==> src/rtl/serial_adder_pkg.sv <==
// Shared types and constants for the nibble-serial adder.
package serial_adder_pkg;

  typedef enum logic [1:0] {
    ST_IDLE = 2'b00,
    ST_ADD  = 2'b01,
    ST_DONE = 2'b10
  } state_t;

  localparam int NIBBLE_W = 4;

  // Counter width for n steps; never narrower than one bit.
  function automatic int clog2(input int n);
    int r;
    r = 0;
    for (int i = 0; i < 31; i++) begin
      if ((1 << i) < n) r = i + 1;
    end
    return (r < 1) ? 1 : r;
  endfunction

endpackage

==> src/rtl/nibble_add.sv <==
// Per-cycle arithmetic slice: 4-bit a + b + cin -> {cout, sum}.
module nibble_add
  import serial_adder_pkg::*;
(
  input  logic [NIBBLE_W-1:0] a,
  input  logic [NIBBLE_W-1:0] b,
  input  logic                cin,
  output logic [NIBBLE_W-1:0] sum,
  output logic                cout
);

  assign {cout, sum} = {1'b0, a} + {1'b0, b} + {{NIBBLE_W{1'b0}}, cin};

endmodule

==> src/rtl/serial_nibble_adder.sv <==
// Nibble-serial adder: W = 4*NIBBLES, LS nibble first, START/DONE handshake.
// Optional signed-overflow output enabled by SERIAL_ADDER_OVF_EN.
//
// state   | meaning
// IDLE    | waiting for START
// ADD     | one nibble summed per cycle
// DONE    | result valid for one cycle; START here restarts immediately
module serial_nibble_adder
  import serial_adder_pkg::*;
#(
  parameter int NIBBLES = 4
) (
  input  logic                  CLK,
  input  logic                  RST,
  input  logic                  START,
  input  logic [4*NIBBLES-1:0]  A,
  input  logic [4*NIBBLES-1:0]  B,
  output logic                  BUSY,
  output logic                  DONE,
  output logic [4*NIBBLES-1:0]  SUM,
  output logic                  CARRY_OUT
`ifdef SERIAL_ADDER_OVF_EN
  ,
  output logic                  OVF
`endif
);

  localparam int W  = NIBBLE_W * NIBBLES;
  localparam int CW = clog2(NIBBLES);
  localparam logic [CW-1:0] LAST = CW'(NIBBLES - 1);

  state_t              state, state_nx;
  logic                accept;
  logic [W-1:0]        a_sh, b_sh;
  logic [W-NIBBLE_W-1:0] res_sh;
  logic [W-1:0]        res_nx;
  logic                carry;
  logic [CW-1:0]       cnt;
  logic [NIBBLE_W-1:0] s;
  logic                c;
  logic                last;
`ifdef SERIAL_ADDER_OVF_EN
  logic                sign_a, sign_b;
`endif

  nibble_add u_nibble_add (
    .a    (a_sh[NIBBLE_W-1:0]),
    .b    (b_sh[NIBBLE_W-1:0]),
    .cin  (carry),
    .sum  (s),
    .cout (c)
  );

  // Newest nibble enters at the top so the LS nibble ends up at the bottom.
  assign res_nx = {s, res_sh};
  assign last   = (cnt == LAST);

  always_comb begin
    state_nx = state;
    accept   = 1'b0;
    case (state)
      ST_IDLE: begin
        if (START) begin
          accept   = 1'b1;
          state_nx = ST_ADD;
        end
      end
      ST_ADD: begin
        if (last) state_nx = ST_DONE;
      end
      ST_DONE: begin
        if (START) begin
          accept   = 1'b1;
          state_nx = ST_ADD;
        end else begin
          state_nx = ST_IDLE;
        end
      end
      default: state_nx = ST_IDLE;
    endcase
  end

  always_ff @(posedge CLK) begin
    if (RST) begin
      state     <= ST_IDLE;
      a_sh      <= '0;
      b_sh      <= '0;
      res_sh    <= '0;
      carry     <= 1'b0;
      cnt       <= '0;
      SUM       <= '0;
      CARRY_OUT <= 1'b0;
`ifdef SERIAL_ADDER_OVF_EN
      sign_a    <= 1'b0;
      sign_b    <= 1'b0;
      OVF       <= 1'b0;
`endif
    end else begin
      state <= state_nx;
      if (accept) begin
        a_sh  <= A;
        b_sh  <= B;
        carry <= 1'b0;
        cnt   <= '0;
`ifdef SERIAL_ADDER_OVF_EN
        sign_a <= A[W-1];
        sign_b <= B[W-1];
`endif
      end else if (state == ST_ADD) begin
        a_sh   <= a_sh >> NIBBLE_W;
        b_sh   <= b_sh >> NIBBLE_W;
        res_sh <= res_nx[W-1:NIBBLE_W];
        carry  <= c;
        cnt    <= cnt + CW'(1);
        if (last) begin
          SUM       <= res_nx;
          CARRY_OUT <= c;
`ifdef SERIAL_ADDER_OVF_EN
          OVF       <= (sign_a == sign_b) && (s[NIBBLE_W-1] != sign_a);
`endif
        end
      end
    end
  end

  assign BUSY = (state == ST_ADD);
  assign DONE = (state == ST_DONE);

endmodule

==> config.mk <==
export PLATFORM = sky130hd
export DESIGN_NAME = serial_nibble_adder
export DESIGN_NICKNAME = d
export VERILOG_FILES = /design/src/rtl/serial_adder_pkg.sv /design/src/rtl/nibble_add.sv /design/src/rtl/serial_nibble_adder.sv
export SDC_FILE = /design/constraint.sdc
export NUM_CORES = 1
export LEC_CHECK = 0
export ABC_AREA = 1
export CORE_ASPECT_RATIO = 1.1
export CORE_MARGIN = 4
export CORE_UTILIZATION = 50
export DETAILED_ROUTE_END_ITERATION = 6
export GPL_ROUTABILITY_DRIVEN = 0
export PLACE_DENSITY = 0.83
export SYNTH_ARGS = -nofsm -noshare
export SYNTH_HDL_FRONTEND = slang
export SYNTH_SLANG_ARGS = --single-unit
==> constraint.sdc <==
create_clock -name CLK -period 1.8 [get_ports CLK]
set_input_delay 0.54 -clock CLK [delete_from_list [all_inputs] [get_ports CLK]]
set_output_delay 0.54 -clock CLK [all_outputs]
set_load 0.05 [all_outputs]
# Word level (Yosys, flattened, before mapping)
# Index checks and enable logic that the tools add are counted.
dict set report classes {
  add_sub_neg 3
  n_eq_ne 5
  n_mux 10
  bitwise 1
  n_reduce_logical 7
}
# cell n
set op_table {}
lappend op_table {{two-way mux 16 bit} 4}
lappend op_table {{case mux 2 bit (3 select lines)} 1}
lappend op_table {{adder 4 x 4 -> 5 bit} 1}
lappend op_table {{adder 5 x 1 -> 5 bit} 1}
lappend op_table {{equality test 2 bit, second input constant} 2}
lappend op_table {{two-way mux 2 bit} 2}
lappend op_table {{AND reduction 2 bit} 2}
lappend op_table {{OR reduction 2 bit} 2}
lappend op_table {{two-way mux 1 bit} 3}
lappend op_table {{AND reduction 3 bit} 1}
lappend op_table {{adder 2 x 1 -> 2 bit, second input constant} 1}
lappend op_table {{equality test 2 x 1 -> 1 bit, second input constant} 1}
lappend op_table {{logical NOT 2 bit} 1}
lappend op_table {{!= test 2 x 1 -> 1 bit, second input constant} 1}
lappend op_table {{!= test 2 bit, second input constant} 1}
lappend op_table {{nonzero test 2 bit} 1}
lappend op_table {{NOT 1 bit} 1}
dict set report word_totals {
  reg_bits 66
  inputBits 35
  output_inout_bits 19
  elab_cells 34
}

# Logic depth before layout (Yosys ltp)
# Gate-level depths: netlist of the first run.
dict set report logic_depth {
  word_depth 5
  depth_mapped 9
  mapped_depth_nobuf 9
}

# Hierarchy
# A second synthesis of the first run with hierarchy kept.
dict set report unflattened {
  hier_cells 400
  hier_area_um2 2987.9
}
# module n_inst cells_each area_per_inst_um2 seq_area_each_um2
set modules_own_cells {}
lappend modules_own_cells {serial_nibble_adder 1 375 2822.7 1321.3}
lappend modules_own_cells {nibble_add 1 25 165.2 0.0}

# Worst setup path after synthesis of the first run
# OpenSTA, ideal clock, no wires.
dict set report synth_path {
  kind {flip-flop to flip-flop}
  start {reg a_sh[0]}
  end {reg SUM[14]}
  setup_ns 0.120
  arrival_time_ns 1.480
  required_ns 1.680
  slack_ns 0.200
  stages_incl_launch_ff 7
  n_path_buf 0
  period_less_slack_ns 1.600
  path_cell_list {dfxtp_1 > inv_1 > fa_1 > fa_1 > xnor2_1 > nor2_1 > a21oi_1}
}
dict set report synth_via {
  elab_chain_len 2
}
# item line
set synth_rtl {}
lappend synth_rtl {{start: declaration} serial_nibble_adder.sv:34} ;# logic [W-1:0] a_sh, b_sh;
lappend synth_rtl {{start signal: assignment} serial_nibble_adder.sv:110} ;# a_sh <= a_sh >> NIBBLE_W;
lappend synth_rtl {{adder 4 x 4 -> 5 bit} nibble_add.sv:12} ;# assign {cout, sum} = {1'b0, a} + {1'b0, b} + {{NIBBLE_W{1'b0}}, cin};
lappend synth_rtl {{adder 5 x 1 -> 5 bit} nibble_add.sv:12}
lappend synth_rtl {{end signal: assignment} serial_nibble_adder.sv:116} ;# SUM <= res_nx;
lappend synth_rtl {{end: declaration} serial_nibble_adder.sv:20} ;# output logic [4*NIBBLES-1:0] SUM,
# Every way passes these cells.
# A chain may end at the register's enable or synchronous reset.

# Worst setup path after layout of the first run
dict set report layout_path {
  start {reg state[0]}
  end {out BUSY}
}
dict set report layout_via {
  elab_chain_len 1
}
# item line
set layout_rtl {}
lappend layout_rtl {{start: declaration} serial_nibble_adder.sv:32} ;# state_t state, state_nx;
lappend layout_rtl {{start signal: assignment} serial_nibble_adder.sv:99} ;# state <= state_nx;
lappend layout_rtl {{equality test 2 x 1 -> 1 bit} serial_nibble_adder.sv:126} ;# assign BUSY = (state == ST_ADD);
lappend layout_rtl {{end: declaration} serial_nibble_adder.sv:18} ;# output logic BUSY,
# Every way passes these cells.

==> summary.txt, run 1 <==
Core Area = 5070 sq um
Layout area overhead = 30.2%
Setup bufs post-CTS = 0
Post-synth EDFFs = 0
Startpoint Class = register
Die width = 77.3 um
Setup CP Type = register to output pin
Final instance area = 3430 sq um
Final nets = 433
Synth Flop Type = dfxtp_1
Clk_lat worst skew = 0.34 ns
Cell Chain, Critical Path = inv_2 -> nor2_2 -> buf_12
PwrDens = 925 nW/um^2
Element type at the critical path end = output pin
Sequential share of the synthesized area = 50.1%
N_diodes = 0
Root Driver = clkbuf_8
Tot GR Track Use = 17.9%
Asr flop ratio synth = 0%
Seq cells post-synth = 66
Final Hold Vio Count = 0
IO Port Bufs = 53
CTS max path bufs = 2
ANT nets after route = 0
Slowest cell on crit path = dfxtp_1
Die area = 6500 sq um
Worst Path Required = 1.26 ns
CTS tree = yes
Synthesized instance count = 336
Worst relative slew slack = 77.4%
Critical Path AT = 1.15 ns
Crit share post-route = 93.8%
TritonRoute pass-1 iters = 4
Most common cell after layout, fill and taps aside = dfxtp_1
Via count = 2315
Fin util = 67.8%
Syn Area/Cell = 7.85 sq um
Grt total ovfl = 0
Worst Tran Pin Value = 0.339 ns
DRC = 0
Static Leak = 1.47 nW
Maximum vdd ir drop = 0.000498 V
Layout cell share with drive strength beyond 1 = 13.2%
Final hold slack = 0.461 ns
Most frequent cells in the layout = 66 x dfxtp_1, 62 x nand2_1, 50 x nor2_1
Clock transition at the registers of the reported paths = 0.06 ns
Vias in the first global route = 2113
Worst path bufs/invs = 2
Routed WL per cell = 12.3 um
Final setup viols = 0
Yosys top cell by area = dfxtp_1
Post-DP Area = 3250 sq um
Global-route wire length before repair = 9.25 mm
Post-DP HPWL = 3.91 mm
CTS H-tree depth = 3
Synth warnings = 0
Min Tclk post-route = 1.69 ns
WL final = 5.56 mm
Clk sinks = 66
FMAX = 593 MHz
CP Max Fanout = 4
Design Power = 3.18 mW
Status = complete, no violations
Antenna violations before repair = 0
Skew final = 0.00773 ns
Initial core utilization = 52.0%
CP top delay family = flip-flops
Ranking of synthesized cells by area = dfxtp_1 50%, nand2_1 9.0%, o21ai_0 7.4%
Routed vias/inst = 5.11
Number of maximum-capacitance violations = 0
Netlist cell types = 24
Rows = 27
Hold/Removal Path Class = register to register
DRT iter0 DRCs = 197
Ports = 54
Post-synth top area share = 50.1%
Synthesized Nets = 377
Post-Synthesis Cell Area = 2640 sq um
Largest net degree at the start of global routing = 35
Count of pins over their slew limit = 0
Hold buffer count at cts = 0
Total CTS buffers = 9
Die Y = 84.2 um
Max stage delay on crit path = 0.39 ns
-- worst paths after layout --
check	startpoint	end	slack [ns]	cells after the start
max	state[0]$_SDFFE_PP0P_	BUSY	0.11	3
min	b_sh[13]$_SDFFE_PP0P_	b_sh[13]$_SDFFE_PP0P_	0.46	2
max reg2reg	carry$_SDFFE_PP0N_	CARRY_OUT$_SDFFE_PP0P_	0.14	7
min reg2reg	b_sh[13]$_SDFFE_PP0P_	b_sh[13]$_SDFFE_PP0P_	0.46	2
-- metal layers --
metal | up-vias | wire length (um) | global-route usage [%]
met5 | - | 0 | 0
met4 | 0 | 130 | 8.58
met3 | 13 | 322 | 6.22
met2 | 61 | 2570 | 30.2
met1 | 1031 | 2540 | 20.1
li1 | 1210 | - | -
-- worst reg2reg max path, delay by kind of cell (launching register included) --
kind / cells / cell delay (ns)
simple gates: 4 / 0.46
buf+inv: 1 / 0.06
flops: 1 / 0.33
fa+ha+maj: 2 / 0.76
-- synthesized netlist by cell type, drive strengths merged (3+ instances only) --
master  instances
a211oi          7
a21oi          25
a31oi           8
buf            12
clkbuf          6
dfxtp          66
ha              4
inv            27
nand2          66
nand3           7
nor2           52
nor3            3
nor3b           4
o211ai          4
o21ai          39
-- cell type report --
type	instances	area [sq um]
clock buffers	10	128
clock inverters	4	45.0
fillers	438	1630
inverters	27	101
multi-input cells	225	1130
flip-flops and latches	66	1320
well taps	58	72.6
repair buffers	63	633
-- repair_timing --
item / in CTS / in global routing
pin swaps: 0 / 1
gates resized for setup: 1 / 2
setup endpoints to repair: 2 / 2
-- power breakdown --
| part | switching [mW] | internal [mW] | total [mW] |
|---|---|---|---|
| registers | 0.0457 | 1.55 | 1.60 |
| logic | 0.245 | 0.214 | 0.459 |
| clock network | 0.503 | 0.617 | 1.12 |
-- sequential cells by signal (all words and copies together) (netlist names) --
| name | cells |
|---|---|
| SUM | 16 |
| CARRY_OUT | 1 |
| carry | 1 |
| b_sh | 16 |
| state | 2 |
| cnt | 2 |
| res_sh | 12 |
| a_sh | 16 |
-- stage by stage --
stage                     std cells  setup TNS, ns  setup slack (ns)
after floorplan                 336              0             0.200
after global placement          439        -0.0592           -0.0428
after detailed placement        439         -0.540           -0.0954
after CTS                       453              0            0.0295
after global routing            453      -0.000474         -0.000474
final                           453              0             0.112
-- logic make-up (layout without fill, tap and decap cells) --
group	count (synthesis)	count (layout)	share of synthesized area, %
buffers and inverters	45	104	7.35
XOR/XNOR	1	1	0.332
flip-flops	66	66	50.1
AO/OA/AOI/OAI	85	85	17.7
AND/OR/NAND/NOR	133	133	21.1
adder cells (fa/ha/maj)	6	6	3.42
(Power assumes the default switching activity.)
==> inputs of run 2 (changes only) <==
GPL_TIMING_DRIVEN = 0   (was not set)
==> summary.txt, run 2 (synthesis gave the netlist of run 1 again) <==
Post-DP HPWL = 4.47 mm (+14%)
Static Leak = 1.50 nW (+2.0%)
Worst path bufs/invs = 1 (-1)
Routed WL per cell = 13.9 um (+13%)
Filler cells = 453 (+3.4%)
CTS max path bufs = 2 (unchanged)
DRC = 0 (unchanged)
Worst relative slew slack = 67.4% (-10 points)
Largest net degree at the start of global routing = 11 (-69%)
Antenna violations before repair = 0 (unchanged)
Most common cell after layout, fill and taps aside = dfxtp_1
Critical Path AT = 1.25 ns (+0.10 ns)
N_diodes = 0 (unchanged)
FMAX = 558 MHz (-5.9%)
ANT nets after route = 0 (unchanged)
Die width = 77.3 um (unchanged)
CP top delay family = buffers and inverters
Count of pins over their slew limit = 0 (unchanged)
Min Tclk post-route = 1.79 ns (+0.105 ns)
Clock transition at the registers of the reported paths = 0.07 ns (about the same)
Maximum vdd ir drop = 0.000586 V (+18%)
Final hold slack = 0.464 ns (+0.00355 ns)
CP Max Fanout = 2 (-2)
Worst Tran Pin Value = 0.491 ns (+0.152 ns)
Tot GR Track Use = 20.8% (+2.9 points)
Clk sinks = 66 (unchanged)
Slowest cell on crit path = clkdlybuf4s15_1
Skew final = 0.00802 ns (+0.000286 ns)
Crit share post-route = 99.6% (+5.9 points)
Largest regs = SUM: 16 flops, a_sh: 16 flops, b_sh: 16 flops
Final Hold Vio Count = 0 (unchanged)
Most frequent cells in the layout = 65 x dfxtp_1, 63 x nand2_1, 49 x nor2_1
Final setup viols = 0 (unchanged)
Setup CP Type = register to output pin
Routed vias/inst = 5.28 (+3.4%)
PwrDens = 916 nW/um^2 (-0.96%)
Rows = 27 (unchanged)
CTS H-tree depth = 3 (unchanged)
Final nets = 440 (+1.6%)
Hold/Removal Path Class = register to register
Status = complete, no violations
Fin util = 67.3% (-0.49 points)
Placement Setup Slack = -0.638 ns (-0.542 ns)
Element type at the critical path end = output pin
Core Area = 5070 sq um (unchanged)
Total CTS buffers = 9 (unchanged)
Die Y = 84.2 um (unchanged)
Cell Chain, Critical Path = clkdlybuf4s15_1
Startpoint Class = register
TritonRoute pass-1 iters = 4 (unchanged)
Grt total ovfl = 0 (unchanged)
Die area = 6500 sq um (unchanged)
Layout area overhead = 29.2%
Number of maximum-capacitance violations = 0 (unchanged)
Vias in the first global route = 2381 (+13%)
Clk_lat worst skew = 0.34 ns (about the same)
Worst Path Required = 1.26 ns (about the same)
Max stage delay on crit path = 0.52 ns (+0.13 ns)
CTS tree = yes
Via count = 2441 (+5.4%)
RSZ-0062 raised after global routing = no
Setup TNS Final = 0 ns (unchanged)
IO Port Bufs = 52 (-1.9%)
Layout cell share with drive strength beyond 1 = 9.65% (-3.5 points)
DRT iter0 DRCs = 141 (-28%)
Ports = 54 (unchanged)
Root Driver = clkbuf_8
Initial core utilization = 52.0% (unchanged)
Global-route wire length before repair = 10.7 mm (+15%)
Worst setup margin = 0.00696 ns (-0.105 ns)
WL final = 6.43 mm (+16%)
-- run 2: layout make-up --
type	instances	area, sq um	area share, %
flip-flops and latches	66	1330	38.9
inverters	27	101	2.97
repair buffers	53	509	14.9
well taps	58	72.6	2.13
plain buffers	17	91.3	2.68
clock inverters	3	15.0	0.441
clock buffers	13	149	4.37
multi-input cells	225	1140	33.6
-- run 2: worst reg2reg max path: stages, from the launching register on --
cell and delay, ns:
dfxtp_1 0.31, inv_1 0.07, fa_2 0.40, fa_2 0.37
nand3b_1 0.17, nand2_1 0.12, o21ai_0 0.09, inv_1 0.08
-- run 2: what timing repair did --
item                       in CTS  in global routing
setup buffers                   1                  0
resized for setup              38                  6
hold buffers                    0                  0
setup endpoints to repair      23                 16
-- run 2: per-stage QoR --
stage	power (mW)	area [sq um]	std cells
finish	3.12	3410	462
global route	3.25	3410	462
CTS	3.13	3400	463
detailed placement	2.07	3230	446
global placement	2.05	3230	446
floorplan	1.90	2640	336
-- run 2: final timing paths --
path,start,end,slack (ns),cells past startpoint
max reg2reg,a_sh[0]$_SDFFE_PP0P_,carry$_SDFFE_PP0N_,0.15,7
min,b_sh[10]$_SDFFE_PP0P_,b_sh[10]$_SDFFE_PP0P_,0.46,2
max,SUM[12]$_SDFFE_PP0P_,SUM[12],0.007,1
min reg2reg,b_sh[10]$_SDFFE_PP0P_,b_sh[10]$_SDFFE_PP0P_,0.46,2
-- run 2: per-layer routing --
layer	GRT usage (%)	vias up	share of wire (%)
li1	-	1229	-
met4	11.2	0	2.1
met1	22.0	1116	40
met2	38.6	82	52
met5	0	-	0
met3	3.97	14	6.0
-- run 2: power breakdown --
part           internal [mW]  switching [mW]  total, mW
combinational          0.198           0.260      0.458
sequential              1.55          0.0474       1.60
clock                  0.532           0.533       1.06
==> inputs of run 3 (changes only) <==
ABC_AREA = not set   (was 1)
==> summary.txt, run 3 <==
Skew final = 0.00636 ns (-0.00166 ns)
Slowest cell on crit path = fa_2
Synthesized Nets = 346 (-8.2%)
FF-to-FF setup slack = 0.006 ns (-0.14 ns)
N_diodes = 0 (unchanged)
Final hold slack = 0.450 ns (-0.0142 ns)
Ranking of synthesized cells by area = dfxtp_1 50%, nand2_1 10%, a21oi_1 6.1%
Maximum vdd ir drop = 0.000640 V (+9.2%)
Hold wc startpoint = SUM[0]$_SDFFE_PP0P_
Worst Path Required = 2.03 ns (+0.77 ns)
CTS tree = yes
Final nets = 408 (-7.3%)
Worst Tran Pin Value = 0.515 ns (+0.0240 ns)
Clk_lat worst skew = 0.34 ns (about the same)
PwrDens = 973 nW/um^2 (+6.2%)
Hold/Removal Path Class = register to register
Routed WL per cell = 14.8 um (+6.4%)
Post-DP Area = 3240 sq um (+0.31%)
Post-synth EDFFs = 0 (unchanged)
Max stage delay on crit path = 0.41 ns (-0.11 ns)
Startpoint Class = register
Status = complete, no violations
Routed vias/inst = 5.45 (+3.2%)
Setup CP Type = register to register
Post-DP HPWL = 4.65 mm (+4.1%)
Static Leak = 1.37 nW (-8.7%)
Synth Area in Simple Gates = 20.8% (-0.23 points)
Die Y = 84.2 um (about the same)
Placed Cells = 415 (-7.0%)
Register-to-Register Path Depth = 7 (unchanged)
Post-synthesis adder-cell area fraction = 3.41% (-0.0065 points)
Clock transition at the registers of the reported paths = 0.07 ns (about the same)
Hold Path End = SUM[0]$_SDFFE_PP0P_
Yosys top cell by area = dfxtp_1
Compound-cell area share of the yosys netlist = 17.1% (-0.60 points)
Core Area = 5070 sq um (unchanged)
Top post-synthesis cells by count = 72 x nand2_1, 66 x dfxtp_1, 32 x a21oi_1, 27 x nor2_1, 13 x a22oi_1
Via count = 2345 (-3.9%)
RR Endpoint = carry$_SDFFE_PP0N_
Largest regs = SUM: 16 flops, a_sh: 16 flops, b_sh: 16 flops
Hold path cells = 2 (unchanged)
Worst Setup SP = carry$_SDFFE_PP0N_
Setup TNS Final = 0 ns (unchanged)
Post-Synthesis Cell Area = 2640 sq um (+0.19%)
Clk sinks = 66 (unchanged)
Netlist cell types = 32 (+33%)
Asr flop ratio synth = 0% (unchanged)
Cell Chain, Critical Path = inv_2 -> fa_2 -> fa_2 -> inv_2 -> a21o_1 -> a21oi_2 -> a2111oi_2
Element type at the critical path end = register
Seq cells post-synth = 66 (unchanged)
DRT iter0 DRCs = 116 (-18%)
Worst relative slew slack = 65.7% (-1.7 points)
Tot GR Track Use = 20.5% (-0.32 points)
Final Hold Vio Count = 0 (unchanged)
Die width = 77.3 um (about the same)
Register Area = 1330 sq um (about the same)
Grt total ovfl = 0 (unchanged)
Hold buffer count at cts = 0 (unchanged)
Placement Setup Slack = -0.607 ns (+0.0309 ns)
R2R Path Start = carry$_SDFFE_PP0N_
Rows = 27 (unchanged)
Most common cell after layout, fill and taps aside = nand2_1
Global-route wire length before repair = 10.6 mm (-0.52%)
RSZ-0062 raised after global routing = yes
Synth warnings = 0 (unchanged)
Worst setup margin = 0.00570 ns (-0.00126 ns)
Area of the multi-input gates = 1170 sq um (+2.6%)
Critical Path AT = 2.03 ns (+0.78 ns)
FMAX = 557 MHz (about the same)
ANT nets after route = 0 (unchanged)
Final setup viols = 0 (unchanged)
CTS max path bufs = 2 (unchanged)
Sequential share of the synthesized area = 50.0% (-0.095 points)
Layout area overhead = 31.7%
XOR/XNOR Fraction of Synth Area = 0.663% (+0.33 points)
TritonRoute pass-1 iters = 5 (+1)
Synth Flop Type = dfxtp_1
Antenna violations before repair = 0 (unchanged)
Count of pins over their slew limit = 0 (unchanged)
Most frequent cells in the layout = 72 x nand2_1, 62 x dfxtp_1, 33 x clkdlybuf4s50_1
Vias in the first global route = 2373 (-0.34%)
CP Max Fanout = 2 (unchanged)
Min Tclk post-route = 1.79 ns (+0.00126 ns)
Ports = 54 (unchanged)
Non-Filler Instances = 430 (-6.9%)
Root Driver = clkbuf_8
Final instance area = 3480 sq um (+2.1%)
Layout cell share with drive strength beyond 1 = 12.9% (+3.2 points)
Total CTS buffers = 9 (unchanged)
IO Port Bufs = 52 (unchanged)
Crit share post-route = 99.7% (about the same)
Largest net degree at the start of global routing = 17 (+6)
Largest family of logic cells by synthesized area = simple AND/OR/NAND/NOR gates
WL final = 6.37 mm (-0.98%)
Synthesized instance count = 305 (-9.2%)
Post-synthesis mux area share = 1.89% (+1.9 points)
DRC = 0 (unchanged)
Filler cells = 398 (-12%)
Initial core utilization = 52.1% (+0.099 points)
Post-synth top area share = 50.0% (-0.095 points)
CTS H-tree depth = 3 (unchanged)
Die area = 6510 sq um (+0.17%)
Most frequent cell after synthesis = nand2_1
Syn Area/Cell = 8.66 sq um (+10%)
Number of maximum-capacitance violations = 0 (unchanged)
Setup bufs post-CTS = 0 (-1)
==> run 3: changes by cell type after synthesis, moves of 5 or more <==
cell | before | now
nor3_1 | 3 | 10
nand3_1 | 7 | 2
nand2_1 | 63 | 72
nor2_1 | 51 | 27
mux2i_1 | 0 | 5
inv_1 | 25 | 6
a311oi_1 | 0 | 9
o22ai_1 | 0 | 6
a31oi_1 | 8 | 0
o21ai_0 | 39 | 0
a21oi_1 | 25 | 32
a22oi_1 | 0 | 13
==> run 3: metrics by stage <==
stage	util (%)	power (mW)
2_1_floorplan	-	1.86
3_3_place_gp	64.0	2.01
3_5_place_dp	64.0	2.03
4_1_cts	68.0	3.39
5_1_grt	68.7	3.52
6_report	68.7	3.38
==> run 3: worst max path at each step <==
stage | end | cells past startpoint
after global routing | carry$_SDFFE_PP0N_ | 7
final | carry$_SDFFE_PP0N_ | 7
after global placement | BUSY | 5
after detailed placement | BUSY | 5
after floorplan | carry$_SDFFE_PP0N_ | 7
after CTS | carry$_SDFFE_PP0N_ | 7
==> run 3: worst max-delay path: cells and delay by family, from the launching register on <==
family	cells	cell delay, ns
buf+inv	2	0.09
fa+ha+maj	2	0.81
flops	1	0.34
compound gates	3	0.46
==> run 3: per-layer routing <==
metal  GRT usage, %  up-vias  routed length [um]
li1               -     1170                   -
met3           5.79       10                 336
met2           34.6       69                3120
met5              0        -                   0
met4           8.41        0                 118
met1           24.4     1096                2790
==> run 3: what timing repair did <==
| action | in CTS | in global routing |
|---|---|---|
| gates resized for setup | 29 | 13 |
| pin swaps | 0 | 5 |
| endpoints found under the setup margin | 20 | 4 |
==> run 3: logic make-up after synthesis <==
logic type | Yosys count
and+or+nand+nor | 125
adders and majority gates | 6
buffers and inverters | 31
muxes | 5
DFF | 66
xor gates and xnor gates | 2
AOI/OAI and AO/OA | 70
==> run 3: layout make-up <==
| class | instances | share of cell area [%] |
|---|---|---|
| clock inverters | 5 | 2.23 |
| flip-flops and latches | 66 | 38.1 |
| plain buffers | 23 | 3.92 |
| repair buffers | 52 | 14.7 |
| well taps | 58 | 2.09 |
| inverters | 7 | 1.11 |
| multi-input cells | 208 | 33.8 |
| clock buffers | 11 | 4.06 |
==> run 3: power by group <==
part / leakage [nW] / switching [mW] / total, mW / internal (mW)
clock: 0.109 / 0.554 / 1.37 / 0.813
sequential: 0.540 / 0.0452 / 1.58 / 1.53
combinational: 0.719 / 0.233 / 0.437 / 0.204
